`src/rtl/fetch_ctrl.sv`:
```
// Program counter and one-deep fetch register for a 9-bit instruction stream.
// It drives a combinational ROM address, captures the returned word together
// with its address, and handles start/done, stall, halt and absolute or
// PC-relative redirects. A taken redirect squashes the word fetched in the
// same cycle, which costs exactly one bubble.
module fetch_ctrl #(
  parameter int D    = 12,
  parameter int OFFW = 8
) (
  input  logic            clk,
  input  logic            reset,
  input  logic            start,
  input  logic [D-1:0]    start_addr,
  input  logic            stall,
  input  logic [8:0]      mach_code,
  input  logic            halt,
  input  logic            branch_en,
  input  logic [D-1:0]    branch_target,
  input  logic            rel_en,
  input  logic [OFFW-1:0] rel_offset,
  output logic [D-1:0]    prog_ctr,
  output logic [8:0]      instr,
  output logic [D-1:0]    instr_addr,
  output logic            instr_valid,
  output logic            busy,
  output logic            done
);

  typedef enum logic [1:0] {
    IDLE = 2'd0,
    RUN  = 2'd1,
    HALT = 2'd2
  } state_t;

  state_t         state, state_nxt;
  logic [D-1:0]   pc_nxt;
  logic [8:0]     instr_nxt;
  logic [D-1:0]   addr_nxt;
  logic           valid_nxt;
  logic           done_nxt;

  // Offset is sign-extended to the PC width; the add then wraps naturally.
  // The offset is assumed no wider than the program counter.
  logic [D-1:0]   rel_ext;
  logic [D-1:0]   rel_target;
  logic [D-1:0]   pc_inc;

  // Redirect operands are only meaningful for a valid, on-path word.
  logic           take_halt;
  logic           take_branch;
  logic           take_rel;

  assign rel_ext    = {{(D-OFFW){rel_offset[OFFW-1]}}, rel_offset};
  assign rel_target = instr_addr + rel_ext;
  assign pc_inc     = prog_ctr + 1'b1;

  assign take_halt   = instr_valid & halt;
  assign take_branch = instr_valid & branch_en;
  assign take_rel    = instr_valid & rel_en;

  assign busy = (state == RUN);

  // State register.
  always_ff @(posedge clk or posedge reset) begin
    if (reset) state <= IDLE;
    else       state <= state_nxt;
  end

  // Next-state and next register values; holding is the default everywhere.
  always_comb begin
    state_nxt = state;
    pc_nxt    = prog_ctr;
    instr_nxt = instr;
    addr_nxt  = instr_addr;
    valid_nxt = instr_valid;
    done_nxt  = done;
    case (state)
      IDLE, HALT: begin
        if (start) begin
          state_nxt = RUN;
          pc_nxt    = start_addr;
          valid_nxt = 1'b0;
          done_nxt  = 1'b0;
        end
      end
      RUN: begin
        if (stall) begin
          // Decoder re-presents halt/redirects once the stall drops.
        end else if (take_halt) begin
          state_nxt = HALT;
          done_nxt  = 1'b1;
          valid_nxt = 1'b0;
        end else if (take_branch) begin
          pc_nxt    = branch_target;
          valid_nxt = 1'b0;
        end else if (take_rel) begin
          pc_nxt    = rel_target;
          valid_nxt = 1'b0;
        end else begin
          instr_nxt = mach_code;
          addr_nxt  = prog_ctr;
          valid_nxt = 1'b1;
          pc_nxt    = pc_inc;
        end
      end
      default: begin
        state_nxt = IDLE;
      end
    endcase
  end

  // Program counter, fetch register and done flag.
  always_ff @(posedge clk or posedge reset) begin
    if (reset) begin
      prog_ctr    <= '0;
      instr       <= '0;
      instr_addr  <= '0;
      instr_valid <= 1'b0;
      done        <= 1'b0;
    end else begin
      prog_ctr    <= pc_nxt;
      instr       <= instr_nxt;
      instr_addr  <= addr_nxt;
      instr_valid <= valid_nxt;
      done        <= done_nxt;
    end
  end

endmodule

```
`config.mk`:
```
export PLATFORM = sky130hd
export DESIGN_NAME = fetch_ctrl
export DESIGN_NICKNAME = d
export VERILOG_FILES = /design/src/rtl/fetch_ctrl.sv
export SDC_FILE = /design/constraint.sdc
export NUM_CORES = 1
export LEC_CHECK = 0
export CAP_MARGIN = 10
export CORE_UTILIZATION = 46
export DETAILED_ROUTE_END_ITERATION = 12
export PLACE_DENSITY = 0.81
export SLEW_MARGIN = 10
export SYNTH_ARGS = -nofsm -noshare
export SYNTH_HDL_FRONTEND = slang
export SYNTH_SLANG_ARGS = --single-unit
```
`constraint.sdc`:
```
create_clock -name clk -period 2.35 [get_ports clk]
set_clock_uncertainty 0.05 [all_clocks]
set_input_delay 0.47 -clock clk [delete_from_list [all_inputs] [get_ports clk]]
set_output_delay 0.47 -clock clk [all_outputs]
set_load 0.03 [all_outputs]
```
# After elaboration in Yosys (flattened, before gate mapping)
# Cells that the tools add are included.
dict set report classes {
  muxes 19
  bitwise 7
  n_lt_le_gt_ge 0
  n_shift 0
  addsub 2
  multipliers 0
  n_div 0
  reduce_logical 8
  n_eq_ne 6
}
# cell n
set op_table {}
lappend op_table {{$mux W12} 5}
lappend op_table {{$pmux W12 S2} 1}
lappend op_table {{$add A12 B1 Y12 const B} 1}
lappend op_table {{$add A12 B12 Y12} 1}
lappend op_table {{$reduce_and A4 Y1} 2}
lappend op_table {{$mux W1} 7}
lappend op_table {{$mux W2} 3}
lappend op_table {{$ne A2 B2 Y1 const B} 3}
lappend op_table {{$reduce_and A3 Y1} 2}
lappend op_table {{$reduce_and A5 Y1} 1}
lappend op_table {{$not A1 Y1} 4}
lappend op_table {{$pmux W1 S2} 2}
lappend op_table {{$pmux W2 S2} 1}
lappend op_table {{$and A1 B1 Y1} 3}
lappend op_table {{$eq A2 B1 Y1 const B} 1}
lappend op_table {{$eq A2 B2 Y1 const B} 1}
lappend op_table {{$logic_not A2 Y1} 1}
lappend op_table {{$ne A2 B1 Y1 const B} 1}
lappend op_table {{$reduce_bool A2 Y1} 1}
lappend op_table {{$reduce_or A2 Y1} 1}
dict set report word_totals {
  ff_bits 37
  latchBits 0
  in_bits 48
  n_memories 0
  wordCells 48
  output_inout_bits 36
  romBits 0
  mem_bits_rw 0
}

# Depth between registers and ports, before layout
# Gate-level depths: netlist (run 1).
dict set report logic_depth {
  ltp_word 6
  ltp_mapped 9
  mapped_depth_nobuf 9
}

# Worst setup path before layout (run 1)
# OpenSTA, ideal clock, no wires.
dict set report synth_timing {
  path_type {reg-to-reg}
  from {register instr_addr[0]}
  to {register prog_ctr[8]}
  setup_ns 0.134
  stages_incl_launch_ff 10
  arrival_time_ns 2.249
  synth_period_minus_slack_ns 2.434
  slack_ns -0.084
  path_buffers 0
  path_cell_list {dfrtp_1 > ha_1 > inv_1 > fa_1 > nand2b_1 > a21oi_2 > o221ai_2 > xnor2_1 > a2111oi_1 > nor3_1}
}
dict set report synth_between {
  elab_chain_len 6
}
# item line_no
set synth_lines {}
lappend synth_lines {{start, declared} 23} ;# output logic [D-1:0] instr_addr,
lappend synth_lines {{start signal, assigned} 123} ;# instr_addr <= addr_nxt;
lappend synth_lines {{$add A12 B12 Y12} 54} ;# assign rel_target = instr_addr + rel_ext;
lappend synth_lines {{$mux W12} 96} ;# end else if (take_rel) begin
lappend synth_lines {{$mux W12} 93} ;# end else if (take_branch) begin
lappend synth_lines {{$mux W12} 89} ;# end else if (take_halt) begin
lappend synth_lines {{$mux W12} 87} ;# if (stall) begin
lappend synth_lines {{$pmux W12 S2} 77} ;# case (state)
lappend synth_lines {{end signal, assigned} 121} ;# prog_ctr <= pc_nxt;
lappend synth_lines {{end, declared} 21} ;# output logic [D-1:0] prog_ctr,
# No other way between the ends. The select of a mux whose other input is x is not followed.
# A chain may end at the register's enable or synchronous reset.

# Worst setup path in the final report (run 1)
dict set report layout_timing {
  from {register instr_addr[0]}
  to {register prog_ctr[6]}
}
# The elaborated chain is that of the path after synthesis.

==> metrics.md, run 1 <==
| Metric | Value |
|---|---|
| Status | `complete, no violations` |
| Setup_tns | `0 ns` |
| Detailed-placement wirelength estimate | `5510 um` |
| Die width | `75.5 um` |
| Rows | `26` |
| Dpl ws | `-0.485 ns` |
| Clock slew at reported path FFs | `0.08 ns` |
| Fin. max-slew vios | `0` |
| Mapped cell area | `2490 um^2` |
| Startpoint Class | `flop` |
| Routed WL per cell | `16.4 um` |
| Power per cell area | `1480 nW/um^2` |
| I/O Buffers | `83` |
| Initial antenna violation count | `0` |
| Syn-to-layout area delta | `50.7%` |
| CTS tree | `yes` |
| Fmax | `428 MHz` |
| Die Y-Extent | `75.5 um` |
| Crit Path Max Fanout | `3` |
| Post-Synthesis Cells | `267` |
| Initial Utilization | `48.4%` |
| Fin nets | `440` |
| Crit-path most repeated cell | `o31ai_1` |
| CP max stage cell | `fa_2` |
| Clock Sinks | `37` |
| Synth area leader | `dfrtp_1` |
| Final cycle utilization of the critical path | `99.4%` |
| Shortest period the worst path allows | `2.34 ns` |
| Vias/cell | `5.69` |
| Cell family with most CP delay | `compound AO/OA/AOI/OAI gates` |
| Core Util, Final | `72.9%` |
| Layout cell share with drive strength beyond 1 | `21.6%` |
| Critical Path RT | `2.49 ns` |
| Gpl congestion | `0.894` |
| P_leak | `1.55 nW` |
| CORE AREA | `5140 um^2` |
| Ranking of synthesized cells by area | `dfrtp_1 (37%), mux2_2 (8.6%), ha_1 (6.0%)` |
| Dominant synthesized flop cell | `dfrtp_1` |
| Initial drt markers | `119` |
| Netlist cell types | `46` |
| Vias in the first global route | `2466` |
| Final Hold Viols | `0` |
| Worst path max stage delay | `0.38 ns` |
| Fin cells | `450` |
| Crit-path cells | `ha_2 > inv_2 > fa_2 > nand2b_4 > a21oi_4 > buf_6 > nor4_1 > o31ai_1 > a31oi_1 > o31ai_1` |
| All-Layer GR Usage | `27.4%` |
| Initial DRT Pass Iterations | `4` |
| #FFs+latches synth | `37` |
| Hold/Removal Path Class | `flop to flop` |
| Via count | `2560` |
| Max-Cap Viols | `0` |
| Largest net degree at the start of global routing | `38` |
| Tot Pwr | `5.53 mW` |
| Antenna Cells | `0` |
| WL final | `7370 um` |
| Worst-Skew Late Latency | `0.29 ns` |
| Reg2reg path depth | `10` |
| Crit. path cell count | `10` |
| CP Capture Type | `flop` |
| Routed Antenna Nets | `0` |
| Hold Crit Depth | `1` |
| Mean area per synthesized cell | `9.31 um^2` |
| Count leader, synth | `dfrtp_1` |
| DRC violations left | `0` |
| Post-Syn Nets | `328` |
| Number of buffers created by CTS | `5` |
| Post-synth ARST share | `100%` |
| Worst Path Class, Setup | `flop to flop` |
| Sequential area share after synthesis | `37.2%` |
| Placed Area | `3570 um^2` |
| CTS max path bufs | `2` |
| YS warnings | `0` |
| First-pass GRT wire length | `11500 um` |
| Maximum vdd drop | `0.000865 V` |
| Post-synth top cells | `dfrtp_1 (37), nand2_1 (30), mux2_2 (19), nor2_1 (19), a21oi_1 (16)` |
| Root buffer cell | `clkbuf_8` |
| Worst path arrival time | `2.47 ns` |
| Die Area | `5700 um^2` |
| IO Count | `84` |
| Least-Margin Pin Slew | `0.480 ns` |
| Worst rel slew slack | `68.0%` |
| Final Cell Area | `3750 um^2` |
| Placed insts | `439` |
| Grt ovf | `0` |
| CP Buf/Inv Count | `2` |
| WHS | `0.458 ns` |
| Post-synth top area share | `37.2%` |
| H-tree level count | `2` |
| Slack of the critical path | `0.0141 ns` |
| # setup viols final | `0` |
| Number of flops mapped to enable cells by yosys | `0` |
power breakdown:
group | total (mW) | switching, mW | internal, mW | leakage [nW]
registers | 1.32 | 0.367 | 0.956 | 0.429
logic | 3.77 | 2.03 | 1.74 | 1.07
clock network | 0.437 | 0.231 | 0.206 | 0.0450
metal layers:
metal	up-vias	track usage, %	part of all wire, %
met3	26	5.82	6.9
met4	0	7.20	2.3
met1	1207	36.1	42
met5	-	0	0
li1	1212	-	-
met2	115	45.9	49
cell type report:
| class | instances | area, um^2 |
|---|---|---|
| Multi-Input combinational cell | 212 | 1540 |
| Fill cell | 413 | 1390 |
| Timing Repair Buffer | 116 | 1080 |
| Sequential cell | 37 | 927 |
| Tap cell | 70 | 87.6 |
| Clock buffer | 6 | 72.6 |
| Inverter | 7 | 26.3 |
| Clock inverter | 2 | 10.0 |
path summary, 6_finish.rpt:
check	from	to	slack, ns
max reg2reg	instr_addr[0]$_DFFE_PP0P_	prog_ctr[6]$_DFFE_PP0P_	0.01
min reg2reg	instr[2]$_DFFE_PP0P_	instr[2]$_DFFE_PP0P_	0.46
min	instr[2]$_DFFE_PP0P_	instr[2]$_DFFE_PP0P_	0.46
max in group asynchronous	reset	instr_addr[0]$_DFFE_PP0P_	1.35
min in group asynchronous	reset	instr_addr[11]$_DFFE_PP0P_	0.54
max	instr_addr[0]$_DFFE_PP0P_	prog_ctr[6]$_DFFE_PP0P_	0.01
flip-flops by register name, summed over array words and instances (netlist names):
register,cells
state,2
instr_valid,1
done,1
instr_addr,12
instr,9
prog_ctr,12
kinds of logic (layout without fill, tap and decap cells):
logic type,after synthesis,after routing,share of synthesized area (%)
AOI/OAI and AO/OA,80,80,22.3
buffers and inverters,18,131,3.22
and+or+nand+nor,86,86,16.8
DFF,37,37,37.2
adders and majority gates,13,13,6.84
muxes,19,19,8.61
xor gates and xnor gates,14,14,4.93
cells in the final DEF, fill, tap and decap left out, types with 3 or more instances in the layout:
| master | Yosys | layout |
|---|---|---|
| a21oi_1 | 16 | 16 |
| o21ai_0 | 13 | 12 |
| or3_1 | 3 | 3 |
| nand4_1 | 3 | 3 |
| xor2_1 | 5 | 5 |
| o31ai_1 | 6 | 6 |
| a211oi_1 | 7 | 5 |
| clkdlybuf4s50_1 | 0 | 80 |
| o21ai_1 | 5 | 4 |
| nor2_1 | 19 | 19 |
| and2_1 | 5 | 5 |
| o21ai_2 | 1 | 3 |
| a21o_1 | 3 | 3 |
| clkbuf_8 | 0 | 5 |
| xnor2_1 | 9 | 9 |
| nand3_1 | 6 | 6 |
| a31oi_1 | 4 | 4 |
| a221oi_1 | 4 | 4 |
| o22ai_1 | 5 | 5 |
| dfrtp_1 | 37 | 36 |
| nand2b_1 | 5 | 4 |
| nand2_1 | 30 | 30 |
| ha_1 | 12 | 9 |
| o211ai_1 | 5 | 5 |
| inv_1 | 7 | 5 |
| nor3_1 | 6 | 6 |
| mux2_2 | 19 | 19 |
| buf_4 | 2 | 33 |
what timing repair did:
item / in CTS / in global routing
hold buffers: 0 / 0
endpoints found under the setup margin: 7 / 7
pin swaps: 8 / 11
gates resized for setup: 7 / 11
setup buffers: 1 / 2
Note: power is estimated with default switching activity, not from simulation.
==> run 2: changes to the inputs <==
--- a/config.mk
+++ b/config.mk
@@ -6,9 +6,10 @@
 export NUM_CORES = 1
 export LEC_CHECK = 0
 export CAP_MARGIN = 10
-export CORE_UTILIZATION = 46
+export CORE_UTILIZATION = 42
+export CTS_CLUSTER_SIZE = 12
 export DETAILED_ROUTE_END_ITERATION = 12
-export PLACE_DENSITY = 0.81
+export PLACE_DENSITY = 0.78
 export SLEW_MARGIN = 10
 export SYNTH_ARGS = -nofsm -noshare
 export SYNTH_HDL_FRONTEND = slang
==> constraint.sdc (replaced) <==
create_clock -name clk -period 1.9 [get_ports clk]
set_clock_uncertainty 0.05 [all_clocks]
set_input_delay 0.38 -clock clk [delete_from_list [all_inputs] [get_ports clk]]
set_output_delay 0.38 -clock clk [all_outputs]
set_load 0.03 [all_outputs]
==> run 2 against run 1 <==
The run now ends with negative setup slack left. Final area rose by 10%. Cell count is 4.7% higher. Clock-buffer cell count unchanged. Flip-flop and latch count stayed put. Total power up 36%. Non-clock buffer count grew 19. Setup slack got worse by 0.20 ns. First-iteration DRC count up 120%. Critical endpoint unchanged.
==> metrics.md, run 2 (same netlist as run 1, synthesis figures left out) <==
| Metric | Value |
|---|---|
| Maximum vdd drop | `0.000842 V (was 0.000865 V)` |
| H-tree level count | `2 (unchanged)` |
| Fin nets | `459 (was 440)` |
| Die width | `78.9 um (was 75.5 um)` |
| Grt ovf | `0 (unchanged)` |
| Critical Path RT | `2.05 ns (was 2.49 ns)` |
| Worst-Skew Late Latency | `0.30 ns (was 0.29 ns)` |
| Fin. max-slew vios | `0 (unchanged)` |
| CP max stage cell | `dfrtp_2 (was fa_2)` |
| Root buffer cell | `clkbuf_8 (unchanged)` |
| Die Y-Extent | `78.9 um (was 75.5 um)` |
| Top Registers | `instr_addr: 12 flops, prog_ctr: 12 flops, instr: 9 flops (unchanged)` |
| Hold/Removal Path Class | `input pin to async pin (was flop to flop)` |
| First-pass GRT wire length | `12800 um (was 11500 um)` |
| Layout cell share with drive strength beyond 1 | `31.6% (was 21.6%)` |
| Clock slew at reported path FFs | `0.08 ns (about the same)` |
| Startpoint Class | `flop (unchanged)` |
| P_leak | `1.74 nW (was 1.55 nW)` |
| IO Count | `84 (unchanged)` |
| Slack of the critical path | `-0.185 ns (was 0.0141 ns)` |
| Final cycle utilization of the critical path | `110% (was 99.4%)` |
| Multi-input logic area | `1720 um^2 (was 1540 um^2)` |
| Vias/cell | `5.69 (about the same)` |
| I/O Buffers | `83 (unchanged)` |
| Worst path arrival time | `2.23 ns (was 2.47 ns)` |
| Violated checks | `negative setup slack` |
| Initial DRT Pass Iterations | `5 (was 4)` |
| Filler cells | `404 (was 413)` |
| Most frequent cells in the layout | `clkdlybuf4s50_1 (59), buf_4 (47), nand2_1 (30), dfrtp_1 (30), mux2_2 (19) (was clkdlybuf4s50_1 (80), dfrtp_1 (36), buf_4 (33), nand2_1 (30))` |
| Routed Antenna Nets | `0 (unchanged)` |
| All-Layer GR Usage | `26.7% (was 27.4%)` |
| Initial drt markers | `260 (was 119)` |
| # setup viols final | `7 (was 0)` |
| CTS max path bufs | `2 (unchanged)` |
| Worst path max stage delay | `0.39 ns (was 0.38 ns)` |
| Die Area | `6230 um^2 (was 5700 um^2)` |
| Status | `complete, but fails checks (was complete, no violations)` |
| Placed insts | `460 (was 439)` |
| CP Capture Type | `flop (unchanged)` |
| Worst Path Class, Setup | `flop to flop (unchanged)` |
| WL final | `7810 um (was 7370 um)` |
| Least-Margin Pin Slew | `0.436 ns (was 0.480 ns)` |
| Crit Path Max Fanout | `3 (unchanged)` |
| RSZ-0062 raised after global routing | `yes` |
| Commonest non-fill, non-tap cell in the layout | `clkdlybuf4s50_1 (unchanged)` |
| Crit-path most repeated cell | `o31ai_1 (unchanged)` |
| DRC violations left | `0 (unchanged)` |
| Detailed-placement wirelength estimate | `5820 um (was 5510 um)` |
| Routed WL per cell | `16.6 um (was 16.4 um)` |
| CORE AREA | `5610 um^2 (was 5140 um^2)` |
| Power per cell area | `1820 nW/um^2 (was 1480 nW/um^2)` |
| Number of buffers created by CTS | `5 (unchanged)` |
| Max-Cap Viols | `0 (unchanged)` |
| Initial antenna violation count | `0 (unchanged)` |
| Worst rel slew slack | `70.9% (was 68.0%)` |
| Rows | `27 (was 26)` |
| Clock Sinks | `37 (unchanged)` |
| Shortest period the worst path allows | `2.08 ns (was 2.34 ns)` |
| Syn-to-layout area delta | `65.8% (was 50.7%)` |
| CTS tree | `yes (unchanged)` |
| Largest net degree at the start of global routing | `38 (unchanged)` |
| Crit-path cells | `ha_4 > inv_2 > fa_2 > nand2b_4 > a21oi_4 > buf_6 > nor4_1 > o31ai_1 > a31oi_1 > o31ai_1 (was ha_2 > inv_2 > fa_2 > nand2b_4 > a21oi_4 > buf_6 > nor4_1 > o31ai_1 > a31oi_1 > o31ai_1)` |
| Register Area | `935 um^2 (was 927 um^2)` |
| Fmax | `480 MHz (was 428 MHz)` |
| WHS | `0.390 ns (was 0.458 ns)` |
| Gpl congestion | `0.878 (was 0.894)` |
| Vias in the first global route | `2699 (was 2466)` |
| Fin cells | `471 (was 450)` |
| Antenna Cells | `0 (unchanged)` |
| Final Hold Viols | `0 (unchanged)` |
| Initial Utilization | `44.3% (was 48.4%)` |
| Setup_tns | `-0.809 ns (was 0 ns)` |
| Cts hold-fix bufs | `0 (unchanged)` |
| Dpl ws | `-0.676 ns (was -0.485 ns)` |
| Via count | `2682 (was 2560)` |
## run 2: cell types whose count changed in the layout (fill, tap and decap cells not counted), sizes merged
| cell | change |
|---|---|
| buf | +19 |
| clkdlybuf4s50 | -21 |
| dlygate4sd2 | +16 |
| dlymetal6s2s | +5 |
## run 2: repair_timing
item,in CTS,in global routing
buffers inserted,3,0
setup endpoints to repair,19,14
pin swaps,24,18
resized for setup,33,18
## run 2: report_power, final
part           leakage, nW  internal, mW  total, mW  switching, mW
clock network       0.0512         0.294      0.603          0.309
logic                 1.27          2.51       5.29           2.78
registers            0.423          1.19       1.63          0.436
total                 1.74          4.00       7.52           3.53
## run 2: worst paths after layout
kind / depth (start not counted) / start / slack, ns / to
max reg2reg: 10 / instr_addr[0]$_DFFE_PP0P_ / -0.18 / prog_ctr[6]$_DFFE_PP0P_
max: 10 / instr_addr[0]$_DFFE_PP0P_ / -0.18 / prog_ctr[6]$_DFFE_PP0P_
min in group clk: 1 / instr[3]$_DFFE_PP0P_ / 0.46 / instr[3]$_DFFE_PP0P_
min reg2reg: 1 / instr[3]$_DFFE_PP0P_ / 0.46 / instr[3]$_DFFE_PP0P_
max in group asynchronous: 3 / reset / 1.20 / instr_addr[4]$_DFFE_PP0P_
min: 3 / reset / 0.39 / instr[1]$_DFFE_PP0P_
## run 2: layout make-up
cell class                 instances  share of cell area, %
clock inverter                     2                  0.334
timing repair buffer             135                   30.4
sequential                        37                   22.7
tap                               72                   2.19
multi-input combinational        212                   41.8
inverter                           7                  0.637
clock buffer                       6                   2.00
## run 2: critical path, delay by kind of cell (launching register included)
kind / cells / cell delay, ns
AO/OA/AOI/OAI: 4 / 0.72
adder cells (fa/ha/maj): 2 / 0.47
buffers and inverters: 2 / 0.15
flip-flops: 1 / 0.39
AND/OR/NAND/NOR: 2 / 0.22
## run 2: stage by stage
stage               power, mW  area [um^2]  util, %
global route             7.99         4120     73.5
CTS                      7.36         4050     72.2
detailed placement       6.55         3870     68.9
floorplan                4.54         2610        -
finish                   7.52         4120     73.5
global placement         6.42         3870     68.9
## run 2: per-layer routing
| metal | track usage (%) | wire length [um] | part of all wire [%] | vias up |
|---|---|---|---|---|
| met4 | 9.82 | 177 | 2.3 | 0 |
| met3 | 3.91 | 500 | 6.4 | 20 |
| met1 | 33.0 | 3150 | 40 | 1302 |
| li1 | - | - | - | 1244 |
| met5 | 0 | 0 | 0 | - |
| met2 | 47.0 | 3980 | 51 | 116 |
